`config.mk`:
```
export PLATFORM = sky130hd
export DESIGN_NAME = fpu_addsub
export DESIGN_NICKNAME = d
export VERILOG_FILES = /design/src/rtl/fpu_pkg.sv /design/src/rtl/fpu_lzc.sv /design/src/rtl/fpu_addsub.sv
export SDC_FILE = /design/constraint.sdc
export NUM_CORES = 1
export LEC_CHECK = 0
export ABC_AREA = 1
export CORE_MARGIN = 4
export CORE_UTILIZATION = 55
export DETAILED_ROUTE_END_ITERATION = 10
export GPL_TIMING_DRIVEN = 0
export PLACE_DENSITY = 0.87
export SLEW_MARGIN = 20
export SYNTH_ARGS = -nofsm -noshare
export SYNTH_HDL_FRONTEND = slang
export SYNTH_SLANG_ARGS = --single-unit
```
`constraint.sdc`:
```
create_clock -name clk -period 3.9 [get_ports clk]
set_clock_uncertainty 0.1 [all_clocks]
set_input_delay 0.39 -clock clk [delete_from_list [all_inputs] [get_ports clk]]
set_output_delay 0.39 -clock clk [all_outputs]
set_load 0.02 [all_outputs]
```
`src/rtl/fpu_pkg.sv`:
```
// Shared constants and types for the floating-point add/subtract pipeline.
package fpu_pkg;

  localparam int unsigned FPU_EXP_W  = 8;
  localparam int unsigned FPU_MAN_W  = 23;
  localparam int unsigned FPU_STAGES = 4;

  localparam logic [31:0] FPU_QNAN32 = 32'h7FC0_0000;

  // Result class carried down the pipeline alongside the numeric datapath.
  typedef enum logic [1:0] {
    CLS_NUM = 2'd0,
    CLS_INF = 2'd1,
    CLS_NAN = 2'd2
  } res_cls_e;

  // Canonical quiet NaN for an arbitrary format: sign 0, exponent all-ones,
  // mantissa MSB set, everything else clear. Callers slice the low bits.
  function automatic logic [63:0] fpu_qnan(input int unsigned exp_w,
                                           input int unsigned man_w);
    logic [63:0] r;
    r = '0;
    for (int unsigned i = 0; i < exp_w; i++) r[man_w + i] = 1'b1;
    r[man_w - 1] = 1'b1;
    return r;
  endfunction

endpackage

```
`src/rtl/fpu_lzc.sv`:
```
// Leading-zero counter; an all-zero input reports WIDTH.
module fpu_lzc #(
  parameter int unsigned WIDTH = 27
) (
  input  logic [WIDTH-1:0]         din,
  output logic [$clog2(WIDTH+1)-1:0] cnt
);

  localparam int unsigned CW = $clog2(WIDTH + 1);

  // Scan upward so the highest set bit is the last to write the count.
  always_comb begin
    cnt = CW'(WIDTH);
    for (int unsigned i = 0; i < WIDTH; i++) begin
      if (din[i]) cnt = CW'(WIDTH - 1 - i);
    end
  end

endmodule

```
`src/rtl/fpu_addsub.sv`:
```
// Four-stage floating-point adder/subtractor: align, add, normalise,
// round/pack. Valid/ready handshake on both sides, one beat per cycle.
module fpu_addsub
  import fpu_pkg::*;
#(
  parameter int unsigned EXP_W = FPU_EXP_W,
  parameter int unsigned MAN_W = FPU_MAN_W
) (
  input  logic                   clk,
  input  logic                   rst,
  input  logic                   in_valid,
  output logic                   in_ready,
  input  logic                   op,
  input  logic [EXP_W+MAN_W:0]   x1,
  input  logic [EXP_W+MAN_W:0]   x2,
  output logic                   out_valid,
  input  logic                   out_ready,
  output logic [EXP_W+MAN_W:0]   y,
  output logic                   ovf,
  output logic                   nv
);

  localparam int unsigned W  = 1 + EXP_W + MAN_W;
  localparam int unsigned N  = MAN_W + 4;          // hidden + mantissa + G/R/S
  localparam int unsigned CW = $clog2(N + 1);
  localparam int unsigned EW = EXP_W + 2;          // headroom for carry/borrow
  localparam logic [W-1:0] QNAN = W'(fpu_qnan(EXP_W, MAN_W));
  localparam logic [EW-1:0] EXP_MAX = EW'({EXP_W{1'b1}});

  // ---------------- pipeline control ----------------
  logic [FPU_STAGES-1:0] v;
  logic ld1, ld2, ld3, ld4;

  assign ld4      = !v[3] || out_ready;
  assign ld3      = !v[2] || ld4;
  assign ld2      = !v[1] || ld3;
  assign ld1      = !v[0] || ld2;
  assign in_ready = ld1;

  // Stage valid bits: each stage takes its predecessor's valid when it loads.
  always_ff @(posedge clk or posedge rst) begin
    if (rst) begin
      v <= '0;
    end else begin
      if (ld1) v[0] <= in_valid;
      if (ld2) v[1] <= v[0];
      if (ld3) v[2] <= v[1];
      if (ld4) v[3] <= v[2];
    end
  end

  // ---------------- stage 1: unpack, classify, align ----------------
  logic              sa, sb;
  logic [EXP_W-1:0]  ea, eb;
  logic [MAN_W-1:0]  ma, mb;
  logic              a_nan, b_nan, a_inf, b_inf;
  logic [EXP_W-1:0]  big_e, sml_e, d;
  logic [MAN_W-1:0]  big_m, sml_m;
  logic              big_s;
  logic [N-1:0]      ext_s, sh, lost;
  logic [N-1:0]      c1_big, c1_sml;
  res_cls_e          c1_cls;
  logic              c1_ssign;

  // Operand decode, special-case detection and alignment of the smaller one.
  always_comb begin
    sa = x1[W-1];
    ea = x1[W-2:MAN_W];
    ma = x1[MAN_W-1:0];
    sb = x2[W-1] ^ op;
    eb = x2[W-2:MAN_W];
    mb = x2[MAN_W-1:0];

    a_nan = (&ea) && (|ma);
    b_nan = (&eb) && (|mb);
    a_inf = (&ea) && !(|ma);
    b_inf = (&eb) && !(|mb);

    // Subnormals become signed zeros before any magnitude work.
    if (ea == '0) ma = '0;
    if (eb == '0) mb = '0;

    if ({ea, ma} >= {eb, mb}) begin
      big_e = ea; big_m = ma; big_s = sa;
      sml_e = eb; sml_m = mb;
    end else begin
      big_e = eb; big_m = mb; big_s = sb;
      sml_e = ea; sml_m = ma;
    end

    d      = big_e - sml_e;
    c1_big = {|big_e, big_m, 3'b000};
    ext_s  = {|sml_e, sml_m, 3'b000};
    sh     = ext_s >> d;
    lost   = ext_s & ((N'(1) << d) - N'(1));
    if (32'(d) >= MAN_W + 3) c1_sml = {{(N-1){1'b0}}, |ext_s};
    else                     c1_sml = sh | {{(N-1){1'b0}}, |lost};

    c1_cls   = CLS_NUM;
    c1_ssign = 1'b0;
    if (a_nan || b_nan || (a_inf && b_inf && (sa != sb))) begin
      c1_cls = CLS_NAN;
    end else if (a_inf || b_inf) begin
      c1_cls   = CLS_INF;
      c1_ssign = a_inf ? sa : sb;
    end
  end

  logic [N-1:0]     r1_big, r1_sml;
  logic [EXP_W-1:0] r1_exp;
  logic             r1_sign, r1_sub, r1_zneg, r1_ssign;
  res_cls_e         r1_cls;

  // ---------------- stage 2: magnitude add/subtract ----------------
  logic [N:0] c2_sum;

  // Operands are ordered by magnitude, so the difference never goes negative.
  always_comb begin
    if (r1_sub) c2_sum = {1'b0, r1_big} - {1'b0, r1_sml};
    else        c2_sum = {1'b0, r1_big} + {1'b0, r1_sml};
  end

  logic [N:0]       r2_sum;
  logic [EXP_W-1:0] r2_exp;
  logic             r2_sign, r2_zneg, r2_ssign;
  res_cls_e         r2_cls;

  // ---------------- stage 3: normalise ----------------
  logic [CW-1:0] lz;
  logic [N-1:0]  c3_man;
  logic [EW-1:0] c3_exp;
  logic          c3_zero;

  fpu_lzc #(.WIDTH(N)) u_lzc (
    .din (r2_sum[N-1:0]),
    .cnt (lz)
  );

  // Carry-out shifts right (keeping sticky); otherwise shift left by the
  // leading-zero count, flushing anything that would go subnormal.
  always_comb begin
    c3_man  = '0;
    c3_exp  = '0;
    c3_zero = 1'b0;
    if (r2_sum[N]) begin
      c3_man = {r2_sum[N:2], r2_sum[1] | r2_sum[0]};
      c3_exp = EW'(r2_exp) + EW'(1);
    end else if (r2_sum[N-1:0] == '0) begin
      c3_zero = 1'b1;
    end else if (EW'(r2_exp) <= EW'(lz)) begin
      c3_zero = 1'b1;
    end else begin
      c3_man = r2_sum[N-1:0] << lz;
      c3_exp = EW'(r2_exp) - EW'(lz);
    end
  end

  logic [N-1:0]  r3_man;
  logic [EW-1:0] r3_exp;
  logic          r3_zero, r3_sign, r3_zneg, r3_ssign;
  res_cls_e      r3_cls;

  // ---------------- stage 4: round and pack ----------------
  logic             rnd;
  logic [MAN_W+1:0] mr;
  logic [EW-1:0]    e_f;
  logic [MAN_W-1:0] frac;
  logic [W-1:0]     c4_y;
  logic             c4_ovf, c4_nv;

  // Round to nearest even, then handle overflow and special classes.
  always_comb begin
    rnd  = r3_man[2] & (r3_man[1] | r3_man[0] | r3_man[3]);
    mr   = {1'b0, r3_man[N-1:3]} + (MAN_W+2)'(rnd);
    e_f  = r3_exp + EW'(mr[MAN_W+1]);
    frac = mr[MAN_W+1] ? mr[MAN_W:1] : mr[MAN_W-1:0];

    c4_y   = '0;
    c4_ovf = 1'b0;
    c4_nv  = 1'b0;
    case (r3_cls)
      CLS_NAN: begin
        c4_y  = QNAN;
        c4_nv = 1'b1;
      end
      CLS_INF: c4_y = {r3_ssign, {EXP_W{1'b1}}, {MAN_W{1'b0}}};
      default: begin
        if (r3_zero) begin
          c4_y = {r3_zneg, {(W-1){1'b0}}};
        end else if (e_f >= EXP_MAX) begin
          c4_y   = {r3_sign, {EXP_W{1'b1}}, {MAN_W{1'b0}}};
          c4_ovf = 1'b1;
        end else begin
          c4_y = {r3_sign, e_f[EXP_W-1:0], frac};
        end
      end
    endcase
  end

  // Datapath registers: no reset, qualified only by the stage load enables.
  always_ff @(posedge clk) begin
    if (ld1) begin
      r1_big   <= c1_big;
      r1_sml   <= c1_sml;
      r1_exp   <= big_e;
      r1_sign  <= big_s;
      r1_sub   <= sa ^ sb;
      r1_zneg  <= sa & sb;
      r1_cls   <= c1_cls;
      r1_ssign <= c1_ssign;
    end
    if (ld2) begin
      r2_sum   <= c2_sum;
      r2_exp   <= r1_exp;
      r2_sign  <= r1_sign;
      r2_zneg  <= r1_zneg;
      r2_cls   <= r1_cls;
      r2_ssign <= r1_ssign;
    end
    if (ld3) begin
      r3_man   <= c3_man;
      r3_exp   <= c3_exp;
      r3_zero  <= c3_zero;
      r3_sign  <= r2_sign;
      r3_zneg  <= r2_zneg;
      r3_cls   <= r2_cls;
      r3_ssign <= r2_ssign;
    end
  end

  logic [W-1:0] y_q;
  logic         ovf_q, nv_q;

  // Output register holds its beat until the consumer takes it.
  always_ff @(posedge clk or posedge rst) begin
    if (rst) begin
      y_q   <= '0;
      ovf_q <= 1'b0;
      nv_q  <= 1'b0;
    end else if (ld4 && v[2]) begin
      y_q   <= c4_y;
      ovf_q <= c4_ovf;
      nv_q  <= c4_nv;
    end
  end

  assign out_valid = v[3];
  assign y         = y_q;
  assign ovf       = v[3] & ovf_q;
  assign nv        = v[3] & nv_q;

endmodule

```
## Word level (Yosys, flattened, before mapping)

Cells that the tools add are included.
Widths: inputs -> output; s select.

- Add/subtract/negate cells: 8
- $lt $le $gt $ge: 4
- Eq/ne operators: 3
- Shift-type cells: 3
- Muxes and demuxes: 54
- Bitwise operators: 12
- Reduce and logical (&&, ||, !) cells: 33

Operators by type and width:

| kind | number |
|---|---|
| $mux 23 | 5 |
| $mux 5 | 16 |
| $pmux 32 s2 | 1 |
| $mux 27 | 2 |
| $reduce_or 23->1 | 2 |
| $mux 32 | 1 |
| $mux 4 | 8 |
| $ge 31x31->1 | 1 |
| $mux 31 | 1 |
| $reduce_or 31->1 | 1 |
| $mux 10 | 3 |
| $add 27x27->28 | 1 |
| $mux 28 | 1 |
| $sub 27x27->28 | 1 |
| $and 27x27->27 | 1 |
| $logic_not 27->1 | 1 |
| $or 27x1->27 | 1 |
| $reduce_or 27->1 | 1 |
| $shl 1x8->27 const A | 1 |
| $shl 27x5->27 | 1 |
| $shr 27x8->27 | 1 |
| $sub 27x1->27 const B | 1 |
| $mux 26 | 1 |
| $add 24x1->25 | 1 |
| other kinds (24) | 63 |

- Bits in registers: 187
- Output and inout port bits: 36

## Depth between registers and ports, before layout

- Word-level depth: 31
- Depth in mapped cells: 39
- Mapped depth without buffers: 38

## By module

From an unflattened synthesis, not the netlist that was laid out.

- Cell total of the unflattened synthesis: 2168
- Area, all modules: 15576.2 µm²

Modules (own cells, without submodules):

| module | times used | cells an instance | area an instance (µm²) | seq. area each (µm²) |
|---|---|---|---|---|
| fpu_addsub | 1 | 2088 | 15223.4 | 5425.2 |
| fpu_lzc | 1 | 80 | 352.8 | 0.0 |

## Worst setup path before layout

Ideal clock, no wire load.

- Kind: input to register
- Start point: input x2[29]
- End point: register r1_sml[0], data pin
- Library setup time: 0.260 ns
- Arrival time: 4.487 ns
- Required time: 3.540 ns
- Path slack: -0.947 ns
- Stages on the path: 32
- Path through: inv_1 nand4_1 nor2_1 inv_1 clkbuf_1 nand2_1 ha_1 a21o_1 nor2_1 nand2_1 nand2_1 nand2_1 nand2_1 buf_4 nand3_1 nand2_1 nand2_2 ha_1 clkbuf_1 clkinv_1 nor2_2 inv_1 nor2_2 nand2_1 a21oi_2 nor2_1 nand3_1 nand2_1 nor2_1 nand2_1 nor2_1 nand3_1

- Longest elaborated chain between the ends: 11
- Elaborated cells on any way between the ends: 17
- Those cells by class: add/sub (2); order compare (2); shift (2); mux (5); bitwise (2); reduce/logical (4)

RTL lines:

| element | RTL line | text |
|---|---|---|
| from (decl) | fpu_addsub.sv:15 | `input logic [EXP_W+MAN_W:0] x2,` |
| $logic_not 8->1 | fpu_addsub.sv:81 | `if (eb == '0) mb = '0;` |
| $mux 23 | fpu_addsub.sv:81 |  |
| $ge 31x31->1 | fpu_addsub.sv:83 | `if ({ea, ma} >= {eb, mb}) begin` |
| $mux 8 | fpu_addsub.sv:83 |  |
| $sub 8x8->8 | fpu_addsub.sv:91 | `d = big_e - sml_e;` |
| $shl 1x8->27 | fpu_addsub.sv:95 | `lost = ext_s & ((N'(1) << d) - N'(1));` |
| $sub 27x1->27 | fpu_addsub.sv:95 |  |
| $and 27x27->27 | fpu_addsub.sv:95 |  |
| $reduce_or 27->1 | fpu_addsub.sv:97 | `else c1_sml = sh \| {{(N-1){1'b0}}, \|lost};` |
| $or 27x1->27 | fpu_addsub.sv:97 |  |
| $mux 1 (*) | fpu_addsub.sv:96 | `if (32'(d) >= MAN_W + 3) c1_sml = {{(N-1){1'b0}}, \|ext_s};` |
| net c1_sml[0] | fpu_addsub.sv:61 | `logic [N-1:0] c1_big, c1_sml;` |
| to (signal assigned) | fpu_addsub.sv:204 | `r1_sml <= c1_sml;` |
| to (decl) | fpu_addsub.sv:109 | `logic [N-1:0] r1_big, r1_sml;` |

Mark *: on every way through the listed nets, which the timed path passes. The rest lies on a longest branch.
A chain may end at the register's enable or synchronous reset.

## Final worst setup path

- Start point: input x2[23]
- End point: register r1_sml[0], data pin

Same word-level chain as after synthesis.

==> summary.md <==
| Metric | Value |
|---|---|
| Max incr delay on CP | `0.24 ns` |
| Synth async-reset ratio | `0.203` |
| I/O Pins | `about 110` |
| Netlist cell types | `64` |
| Endpoints failing hold | `0` |
| NumNets Final | `between 2000 and 3000` |
| Worst setup SP type | `input pin` |
| Gpl congestion | `0.999` |
| WS Path Type | `in2reg` |
| Switch Pwr | `6.09 mW` |
| Crit path DAT | `4.70 ns` |
| P per Cell Area | `575 mW/mm^2` |
| Syn Area/Cell | `7.11 sq um` |
| Largest net degree at the start of global routing | `63` |
| Cells after synthesis | `2178` |
| RSZ-0062 raised after global routing | `true` |
| Synth warn | `0` |
| 1st-iter DRT viols | `2396` |
| Post-DP HPWL | `41.3 mm` |
| Post-synthesis sequential area ratio | `0.350` |
| VDD IR-drop max | `0.000325 V` |
| Die extent in x | `176 um` |
| Prevailing post-synth register cell | `edfxtp_1` |
| Clock tree from TritonCTS | `built` |
| First drt pass iteration count | `9` |
| Most common cell after layout, fill and taps aside | `nand2_1` |
| Status | `complete, but fails checks` |
| Final wirelength | `between 60 and 70 mm` |
| CP Capture Point | `r1_sml[0]` |
| Hold crit path type | `in2reg` |
| Worst flop-to-flop path startpoint | `r3_man[3]` |
| H-tree Lvls | `4` |
| Worst r2r path cells | `27` |
| Antenna viol nets, final | `0` |
| WL/cell | `21.0 um` |
| DRC viols | `0` |
| Pre-CTS setup slack | `-2.34 ns` |
| Area Growth Syn to Fin | `41.7%` |
| Clk slew on worst S/H paths | `0.08 ns` |
| Total CTS buffers | `17` |
| Detailed-route via count | `17877` |
| Slowest cell on crit path | `nor2_4` |
| Worst slew pin tran | `0.973 ns` |
| Sw Ratio | `0.483` |
| Fmax | `216 MHz` |
| Critical Path Start | `x2[23]` |
| Tcrit/Tclk final | `1.19` |
| Post-layout util | `0.790` |
| Chip height | `176 um` |
| Total track usage | `0.353` |
| Setup violators final | `77` |
| Synthesis-stage register bit count | `187` |
| Worst-path fanout max | `6` |
| Initial core utilization | `0.557` |
| Layout cell share with drive strength beyond 1 | `0.294` |
| First-pass GRT wire length | `approximately 86 mm` |
| Static leakage | `between 9 and 10 nW` |
| Max-cap viol count | `0` |
| CTS root buf | `clkbuf_16` |
| Cts hold-fix bufs | `0` |
| Worst flop-to-flop path endpoint | `y[16]` |
| Die area | `between 0.03 and 0.04 sq mm` |
| Slew Limit Fails | `0` |
| FF-to-FF setup slack | `-0.54 ns` |
| Crit-path most repeated cell | `nand2_1` |
| Area of the core | `about 0.028 sq mm` |
| Overflow after GRT | `0` |
| # diodes | `0` |
| Clock buffer depth | `2` |
| Synthesized Nets | `2342` |
| Crit path capture type | `flop` |
| Post-route minimum period | `about 4.6 ns` |
| Cell Count, Final, Fillers Out | `2906` |
| Antenna violations before repair | `1` |
| Placed Instances | `2663` |
| Failing checks | `negative setup slack` |
| Final worst setup slack | `-0.725 ns` |
| Worst EP required | `3.97 ns` |
| Rows | `61` |
| Mapped cell area | `around 0.015 sq mm` |
| Clk sinks | `187` |
| IO Port Bufs | `between 100 and 150` |
| Vias in the first global route | `about 17000` |
| Clock Power Share | `0.138` |
| Via density | `slightly above 6` |
| Comb pwr share | `0.582` |
| EDFF count, synth | `149` |
| TNS Setup | `-27.40 ns` |
| Slew HR | `0.351` |
| Most frequent cells in the layout | `nand2_1 (481), inv_1 (229), buf_4 (182)` |
| Power Internal | `6.52 mW` |
| Flop pwr share | `0.280` |
| Clk_lat worst skew | `0.44 ns` |
-- cells in the mapped netlist (all sizes together) (2+ instances only) --
cell type / count / area share
o21ai: 199 / 0.065
xnor2: 12 / 0.0068
o22ai: 16 / 0.0065
o31ai: 8 / 0.0039
dfrtp: 38 / 0.061
nor2: 205 / 0.053
fa: 2 / 0.0026
edfxtp: 149 / 0.29
a21oi: 99 / 0.033
inv: 282 / 0.068
a31oi: 5 / 0.0020
o32ai: 3 / 0.0017
clkbuf: 59 / 0.014
and2: 3 / 0.0012
or2: 5 / 0.0020
a21o: 3 / 0.0015
o221ai: 2 / 0.0011
nor4: 20 / 0.0081
mux2i: 9 / 0.0058
o21bai: 8 / 0.0039
nor3b: 2 / 0.00097
nand3: 191 / 0.065
nor3: 13 / 0.0045
o21a: 8 / 0.0039
ha: 93 / 0.075
o2111ai: 2 / 0.0011
nand4: 34 / 0.014
buf: 17 / 0.0078
a21boi: 9 / 0.0044
clkinv: 3 / 0.00073
nand3b: 4 / 0.0019
xor2: 43 / 0.026
o211ai: 26 / 0.013
nand2: 595 / 0.15
-- cell type report --
cell class | count | area, sq um
multi-input combinational | 1630 | 10900
sequential | 187 | 5430
tap | 378 | 473
fill | 1831 | 5830
buffer | 72 | 484
clock buffer | 18 | 429
inverter | 285 | 1140
clock inverter | 14 | 146
timing repair buffer | 322 | 2920
-- flip-flops by register name (all words and copies together) (netlist names), 4 cells and up --
| register | flops |
|---|---|
| r1_big | 24 |
| y | 32 |
| r3_exp | 10 |
| r1_sml | 27 |
| v | 4 |
| r2_exp | 8 |
| r2_sum | 28 |
| r1_exp | 8 |
| r3_man | 27 |
-- power by group through the flow --
stage	clock [mW]	combinational, mW	sequential, mW
2_1_floorplan	0	3.58	3.43
3_3_place_gp	0	5.25	3.44
3_5_place_dp	0	5.36	3.47
4_1_cts	1.73	6.19	3.46
5_1_grt	1.85	7.79	3.56
6_report	1.74	7.34	3.54
-- stage by stage --
step | hold slack (ns) | power [mW] | cell area (sq um)
3_3_place_gp | 0.302 | 8.69 | 17500
3_5_place_dp | 0.305 | 8.83 | 17600
2_1_floorplan | 0.300 | 7.01 | 16000
6_report | 0.253 | 12.6 | 21900
4_1_cts | 0.270 | 11.4 | 20500
5_1_grt | 0.266 | 13.2 | 21900
-- worst max-delay path, delay by kind of cell --
kind,cells,cell delay (ns)
and+or+nand+nor,28,2.89
adders and majority gates,2,0.36
buffers and inverters,9,1.04
-- per-layer routing --
layer	part of all wire	vias to the layer above	global-route usage
li1	-	7966	-
met1	0.35	8280	0.401
met2	0.49	1245	0.634
met3	0.075	386	0.0420
met4	0.082	0	0.215
met5	0	-	0
-- timing repair --
| action | in CTS | in global routing |
|---|---|---|
| gates cloned | 9 | 2 |
| pin swaps | 122 | 121 |
| buffers inserted | 158 | 52 |
| setup endpoints to repair | 122 | 119 |
| resized for setup | 384 | 308 |
-- logic make-up (layout without fill, tap and decap cells) --
| kind of cell | count (synthesis) | in the layout | synth area share |
|---|---|---|---|
| simple gates | 1075 | 1075 | 0.298 |
| compound gates | 396 | 396 | 0.144 |
| buf+inv | 361 | 711 | 0.0911 |
| flops | 187 | 187 | 0.350 |
| fa+ha+maj | 95 | 95 | 0.0777 |
| xor+xnor | 55 | 55 | 0.0328 |
| mux | 9 | 9 | 0.00582 |
-- how the worst min path moves through the flow --
stage                      to  slack (ns)      start  depth (start not counted)
detailed placement  r2_exp[1]        0.30  r1_exp[1]                          0
floorplan           r2_cls[0]        0.30  r1_cls[0]                          0
global route        r1_exp[4]        0.27     x1[27]                          3
global placement    r3_cls[1]        0.30  r2_cls[1]                          0
finish              r1_exp[4]        0.25     x1[27]                          3
CTS                 r1_exp[4]        0.27     x1[27]                          3
(Power assumes the default switching activity.)
